## src/rtl/uart_pkg.sv

```systemverilog
// Shared UART constants and the receiver state encoding.
package uart_pkg;

    localparam int unsigned OVERSAMPLE   = 16;
    localparam int unsigned CNT_W        = 4;
    localparam int unsigned START_SAMPLE = 7;

    typedef enum logic [1:0] {
        IDLE  = 2'd0,
        START = 2'd1,
        DATA  = 2'd2,
        STOP  = 2'd3
    } rx_state_t;

endpackage

```

## src/rtl/sync_2ff.sv

```systemverilog
// Two-flop synchronizer for a single asynchronous input bit.
module sync_2ff #(
    parameter logic RESET_VAL = 1'b1
) (
    input  logic clk,
    input  logic reset,
    input  logic d,
    output logic q
);

    logic meta;

    always_ff @(posedge clk or posedge reset) begin
        if (reset) begin
            meta <= RESET_VAL;
            q    <= RESET_VAL;
        end else begin
            meta <= d;
            q    <= meta;
        end
    end

endmodule

```

## src/rtl/uart_rx.sv

```systemverilog
// Oversampling UART receiver: 8N1-style frames, LSB first, advanced only on rx_tick.
module uart_rx #(
    parameter int unsigned DATA_BITS  = 8,
    parameter int unsigned OVERSAMPLE = uart_pkg::OVERSAMPLE
) (
    input  logic                 clk,
    input  logic                 reset,
    input  logic                 rx_tick,
    input  logic                 rx,
    output logic [DATA_BITS-1:0] rx_data,
    output logic                 rx_valid,
    output logic                 frame_err,
    output logic                 busy
);

    import uart_pkg::*;

    localparam int unsigned IDX_W = (DATA_BITS > 1) ? $clog2(DATA_BITS) : 1;
    localparam logic [CNT_W-1:0] START_PT = CNT_W'(START_SAMPLE);
    localparam logic [CNT_W-1:0] BIT_END  = CNT_W'(OVERSAMPLE - 1);
    localparam logic [IDX_W-1:0] LAST_IDX = IDX_W'(DATA_BITS - 1);

    logic                 rx_s;
    rx_state_t            state;
    logic [CNT_W-1:0]     cnt;
    logic [IDX_W-1:0]     idx;
    logic [DATA_BITS-1:0] shreg;

    sync_2ff #(
        .RESET_VAL(1'b1)
    ) u_sync (
        .clk  (clk),
        .reset(reset),
        .d    (rx),
        .q    (rx_s)
    );

    // Frame FSM and datapath; the counter only clears explicitly, never wraps.
    always_ff @(posedge clk or posedge reset) begin
        if (reset) begin
            state     <= IDLE;
            cnt       <= '0;
            idx       <= '0;
            shreg     <= '0;
            rx_data   <= '0;
            rx_valid  <= 1'b0;
            frame_err <= 1'b0;
        end else begin
            rx_valid  <= 1'b0;
            frame_err <= 1'b0;
            if (rx_tick) begin
                case (state)
                    IDLE: begin
                        if (!rx_s) begin
                            state <= START;
                            cnt   <= '0;
                        end
                    end
                    START: begin
                        if (cnt == START_PT) begin
                            cnt <= '0;
                            if (!rx_s) begin
                                state <= DATA;
                                idx   <= '0;
                            end else begin
                                state <= IDLE;
                            end
                        end else begin
                            cnt <= cnt + CNT_W'(1);
                        end
                    end
                    DATA: begin
                        if (cnt == BIT_END) begin
                            cnt   <= '0;
                            shreg <= {rx_s, shreg[DATA_BITS-1:1]};
                            if (idx == LAST_IDX) begin
                                state <= STOP;
                            end else begin
                                idx <= idx + IDX_W'(1);
                            end
                        end else begin
                            cnt <= cnt + CNT_W'(1);
                        end
                    end
                    STOP: begin
                        if (cnt == BIT_END) begin
                            cnt   <= '0;
                            state <= IDLE;
                            if (rx_s) begin
                                rx_data  <= shreg;
                                rx_valid <= 1'b1;
                            end else begin
                                frame_err <= 1'b1;
                            end
                        end else begin
                            cnt <= cnt + CNT_W'(1);
                        end
                    end
                    default: state <= IDLE;
                endcase
            end
        end
    end

    assign busy = (state != IDLE);

endmodule
```

## config.mk

```make
export PLATFORM = sky130hd
export DESIGN_NAME = uart_rx
export DESIGN_NICKNAME = d
export VERILOG_FILES = /design/src/rtl/uart_pkg.sv /design/src/rtl/sync_2ff.sv /design/src/rtl/uart_rx.sv
export SDC_FILE = /design/constraint.sdc
export NUM_CORES = 1
export LEC_CHECK = 0
export CORE_ASPECT_RATIO = 1.5
export CORE_MARGIN = 1.5
export CORE_UTILIZATION = 37
export DETAILED_ROUTE_END_ITERATION = 10
export HOLD_SLACK_MARGIN = 0.12
export PLACE_DENSITY = 0.55
export SLEW_MARGIN = 20
export SYNTH_ARGS = -nofsm -noshare
export SYNTH_HDL_FRONTEND = slang
export SYNTH_SLANG_ARGS = --single-unit
```

## constraint.sdc

```tcl
create_clock -name clk -period 3.5 [get_ports clk]
set_clock_uncertainty 0.15 [all_clocks]
set_input_delay 0.7 -clock clk [delete_from_list [all_inputs] [get_ports clk]]
set_output_delay 0.7 -clock clk [all_outputs]
set_load 0.1 [all_outputs]
```

# Word-level counts from Yosys, hierarchy flattened
# Index checks and enable logic that the tools add are counted.
# op_classes
n_addsub	2
eq_ne	13
mux	24
reduce_logical	9
# ops
op	n
$ne A2 B2 Y1 const B	7
$mux W2	6
$mux W3	4
$mux W4	3
$pmux W4 S3	1
$reduce_and A6 Y1	2
$mux W1	8
$pmux W2 S4	1
$pmux W3 S2	1
$add A4 B1 Y4 const B	1
$eq A2 B2 Y1 const B	2
$eq A4 B3 Y1 const B	1
$eq A4 B4 Y1 const B	1
$reduce_and A4 Y1	1
$reduce_bool A2 Y1	2
$add A3 B1 Y3 const B	1
$eq A3 B3 Y1 const B	1
$reduce_and A3 Y1	1
$eq A2 B1 Y1 const B	1
$logic_not A2 Y1	1
$reduce_and A2 Y1	1
$reduce_or A2 Y1	1
# word_totals
reg_bits	29
input_bits	4
word_cells	57

# Longest topological paths before layout
# logic_depth
ltp_word	4
ltp_mapped	5
ltp_nobuf	5

# Modules after synthesis
# From an unflattened synthesis, not the netlist that was laid out.
# unflattened
cells_unflattened	108
area_unflattened_um2	1387.6
# modules_own_cells
module	n_inst	cells_per_inst	area_per_inst_um2	seq_area_each_um2
uart_rx	1	105	1331.3	675.6
sync_2ff	1	3	56.3	52.6

# Least setup slack after synthesis
# OpenSTA, ideal clock, no wires.
# synth_path
kind	register -> output
start	register state[0]
end	output busy
t_arrival_ns	1.465
path_slack_ns	1.185
stages_incl_launch_ff	4
path_buffers	2
cell_sequence	dfrtp_1 > buf_6 > or2_1 > clkbuf_1
# synth_via
elab_chain_cells	1
# synth_rtl
element	line_no	rtl
start, declared	uart_rx.sv:24	rx_state_t state;
start signal, assigned	uart_rx.sv:41	state <= IDLE;
start signal, assigned	uart_rx.sv:55	state <= START;
start signal, assigned	uart_rx.sv:63	state <= DATA;
$reduce_bool A2 Y1	uart_rx.sv:105	assign busy = (state != IDLE);
end, declared	uart_rx.sv:13	output logic busy
# No other way between the ends.

# Final worst setup path
# Ends and elaborated chain as after synthesis.

==> results.json <==
{
  "leakage_uw": 0.000761,
  "critPathMaxFanout": 9,
  "worst_pin_slew_ns": 0.379,
  "dieWidth_um": 52.8,
  "cp-start-kind": "flop",
  "rrSetupSlack_ns": 1.75,
  "post_cts_buffers": 0,
  "drcViolationCount": 0,
  "yosys.area.top_type": "dfrtp_1",
  "dr.first_iter.drc_count": 20,
  "critical_path_class": "flop to output port",
  "layout_setup_ws_ns": 1.26,
  "routedWlPerCell_um": 14.7,
  "yosysWarnings": 0,
  "cp.required_ns": 2.65,
  "clockPowerShare_pct": 26.3,
  "rsz0062_at_grt": "no",
  "p_seq_share_pct": 45.1,
  "cts.clk_slew.worst_paths_ns": 0.06,
  "numCtsBuffers": 5,
  "final_hold_viol_count": 0,
  "dieArea_um2": 4100,
  "cts_tree": "built",
  "final_nets": 126,
  "wl_met3_um": 75,
  "grt_max_degree": 30,
  "port_buffers": 14,
  "synthFlopType": "dfrtp_1",
  "wl_met2_um": 1260,
  "seq_area_frac_synth_pct": 53.0,
  "p_sw_share_pct": 36.2,
  "final_design_area_no_fill_um2": 1580,
  "synth_area_per_cell_um2": 13.5,
  "yosysUniqueCellTypes": 32,
  "slowest_stage": "dfrtp_1",
  "grt_antenna_before_repair": 0,
  "netlist_area_um2": 1380,
  "io_pins": 15,
  "htree_levels": 2,
  "fin_tns_setup_ns": 0,
  "wl_met1_um": 997,
  "final_core_util_pct": 43.6,
  "cts_root_buffer": "clkbuf_8",
  "clk_path_buf_depth": 2,
  "min_period_ns": 2.24,
  "drt.antenna.violating_nets": 0,
  "highest_layer": "met4",
  "ys_ff_latch": 29,
  "hpwl_um": 1700,
  "grt_pass1_vias": 887,
  "ctsResizeCount": 0,
  "cpLargestDelayFamily": "flip-flops",
  "critPathArrivalTime_ns": 1.39,
  "placed_area_um2": 1490,
  "grt_overflow_total": 0,
  "yosys-top-cells-area": "dfrtp_1 (49%), mux2_4 (9.8%), mux2_2 (4.9%)",
  "crit_chain": "or2_1 > buf_4",
  "endpoint_kind": "output port",
  "grtUsageTotal_pct": 14.0,
  "die-height_um": 77.7,
  "switching_power_uw": 367,
  "drive_gt1_share_pct": 34.2,
  "ys_top_cells_by_count": "dfrtp_1 (27), mux2_4 (9), inv_1 (8), mux2_2 (6), nor2_1 (5)",
  "pre_cts_slack_ns": 0.992,
  "max-vdd-ir-drop_uv": 427,
  "antenna_cells": 0,
  "vias_per_cell": 5.29,
  "totalWireLength_um": 2400,
  "synth.most_common_cell": "dfrtp_1",
  "crit_path_max_incr_delay_ns": 0.49,
  "core_area_um2": 3610,
  "synthArstFlopShare_pct": 100,
  "power.density_nw_per_um2": 641,
  "postSynthCellCount": 102,
  "synth-edff-count": 0,
  "p_comb_share_pct": 28.6,
  "num_vias": 862,
  "p_total_uw": 1010,
  "syn_nets": 109,
  "setup_viol": 0,
  "insertion_delay_ns": 0.28,
  "yosysTopAreaCellShare_pct": 49.1,
  "grt_pass1_wl_um": 4050,
  "fmax_mhz": 447,
  "drt_pass1_iterations": 4,
  "finalMaxSlewViolations": 0,
  "p_int_uw": 645,
  "initial_core_util_pct": 38.0,
  "cts.sinks": 29,
  "syn_to_final_growth_pct": 14.7,
  "relSlewSlack_pct": 74.8,
  "path_buf_inv": 1,
  "period_share_pct": 63.9,
  "num_rows": 27,
  "hold_buffers": 0,
  "status": "finished clean",
  "cap_violations": 0,
  "gp_congestion": 0.819,
  "hold_class": "flop to flop"
}
layout make-up:
type,instances,area [um^2]
repair buffers,15,120
inverters,8,30.0
multi-input cells,60,559
fillers,343,2040
clock buffers,5,68.8
clock inverters,3,17.5
flip-flops and latches,29,728
well taps,43,53.8
per-layer routing:
metal  vias up  global-route usage [%]
li1        406                       -
met1       434                    14.5
met2        17                    22.9
met3         5                    5.19
met4         0                    8.72
met5         -                       0
power groups by stage:
stage	sequential [uW]	combinational (uW)	clock (uW)
after global placement	460	282	0
after floorplan	438	268	0
after CTS	456	293	278
after detailed placement	461	291	0
after global routing	465	319	293
final	457	290	266
worst register-to-register path, delay by kind of cell, from the launching register on:
family | cells | cell delay [ns]
mux | 1 | 0.32
fa+ha+maj | 1 | 0.26
simple gates | 2 | 0.52
flops | 1 | 0.39
through the flow:
stage / hold WS [ns] / instances
6_report: 0.214 / 163
5_1_grt: 0.213 / 163
4_1_cts: 0.211 / 163
3_5_place_dp: 0.202 / 155
3_3_place_gp: 0.196 / 155
2_1_floorplan: 0.195 / 102
kinds of logic (layout without fill, tap and decap cells):
logic type,count (synthesis),count (layout),synth area share (%)
adders and majority gates,3,3,2.73
buffers and inverters,13,31,6.37
and+or+nand+nor,22,22,11.1
muxes,18,18,17.2
AOI/OAI and AO/OA,17,17,9.65
DFF,29,29,53.0
final timing paths:
kind,from,end,cells past startpoint
setup reg to reg,cnt[0],shreg[2],4
max in group asynchronous,reset,u_sync.meta,3
hold / removal,u_sync.meta,u_sync.q,0
min in group asynchronous,reset,rx_data[4],3
hold reg to reg,u_sync.meta,u_sync.q,0
setup / recovery,state[0],busy,2
cell usage in the layout (no fill, tap or decap), drive strengths merged, types with 3 or more instances in the layout:
master / netlist / final
buf: 4 / 12
nor2: 5 / 5
mux2: 18 / 18
nand4: 3 / 3
clkbuf: 1 / 5
ha: 3 / 3
o21ai: 4 / 4
and2: 3 / 3
inv: 8 / 8
a32o: 3 / 3
clkdlybuf4s50: 0 / 3
o211ai: 4 / 4
dfrtp: 27 / 27
flip-flops by register name, indices dropped and copies added, names as in the netlist, named ones only:
register	cells
cnt	4
frame_err	1
idx	3
rx_data	8
rx_valid	1
shreg	8
state	1
u_sync.meta	1
u_sync.q	1
Note: power is estimated with default switching activity, not from simulation.
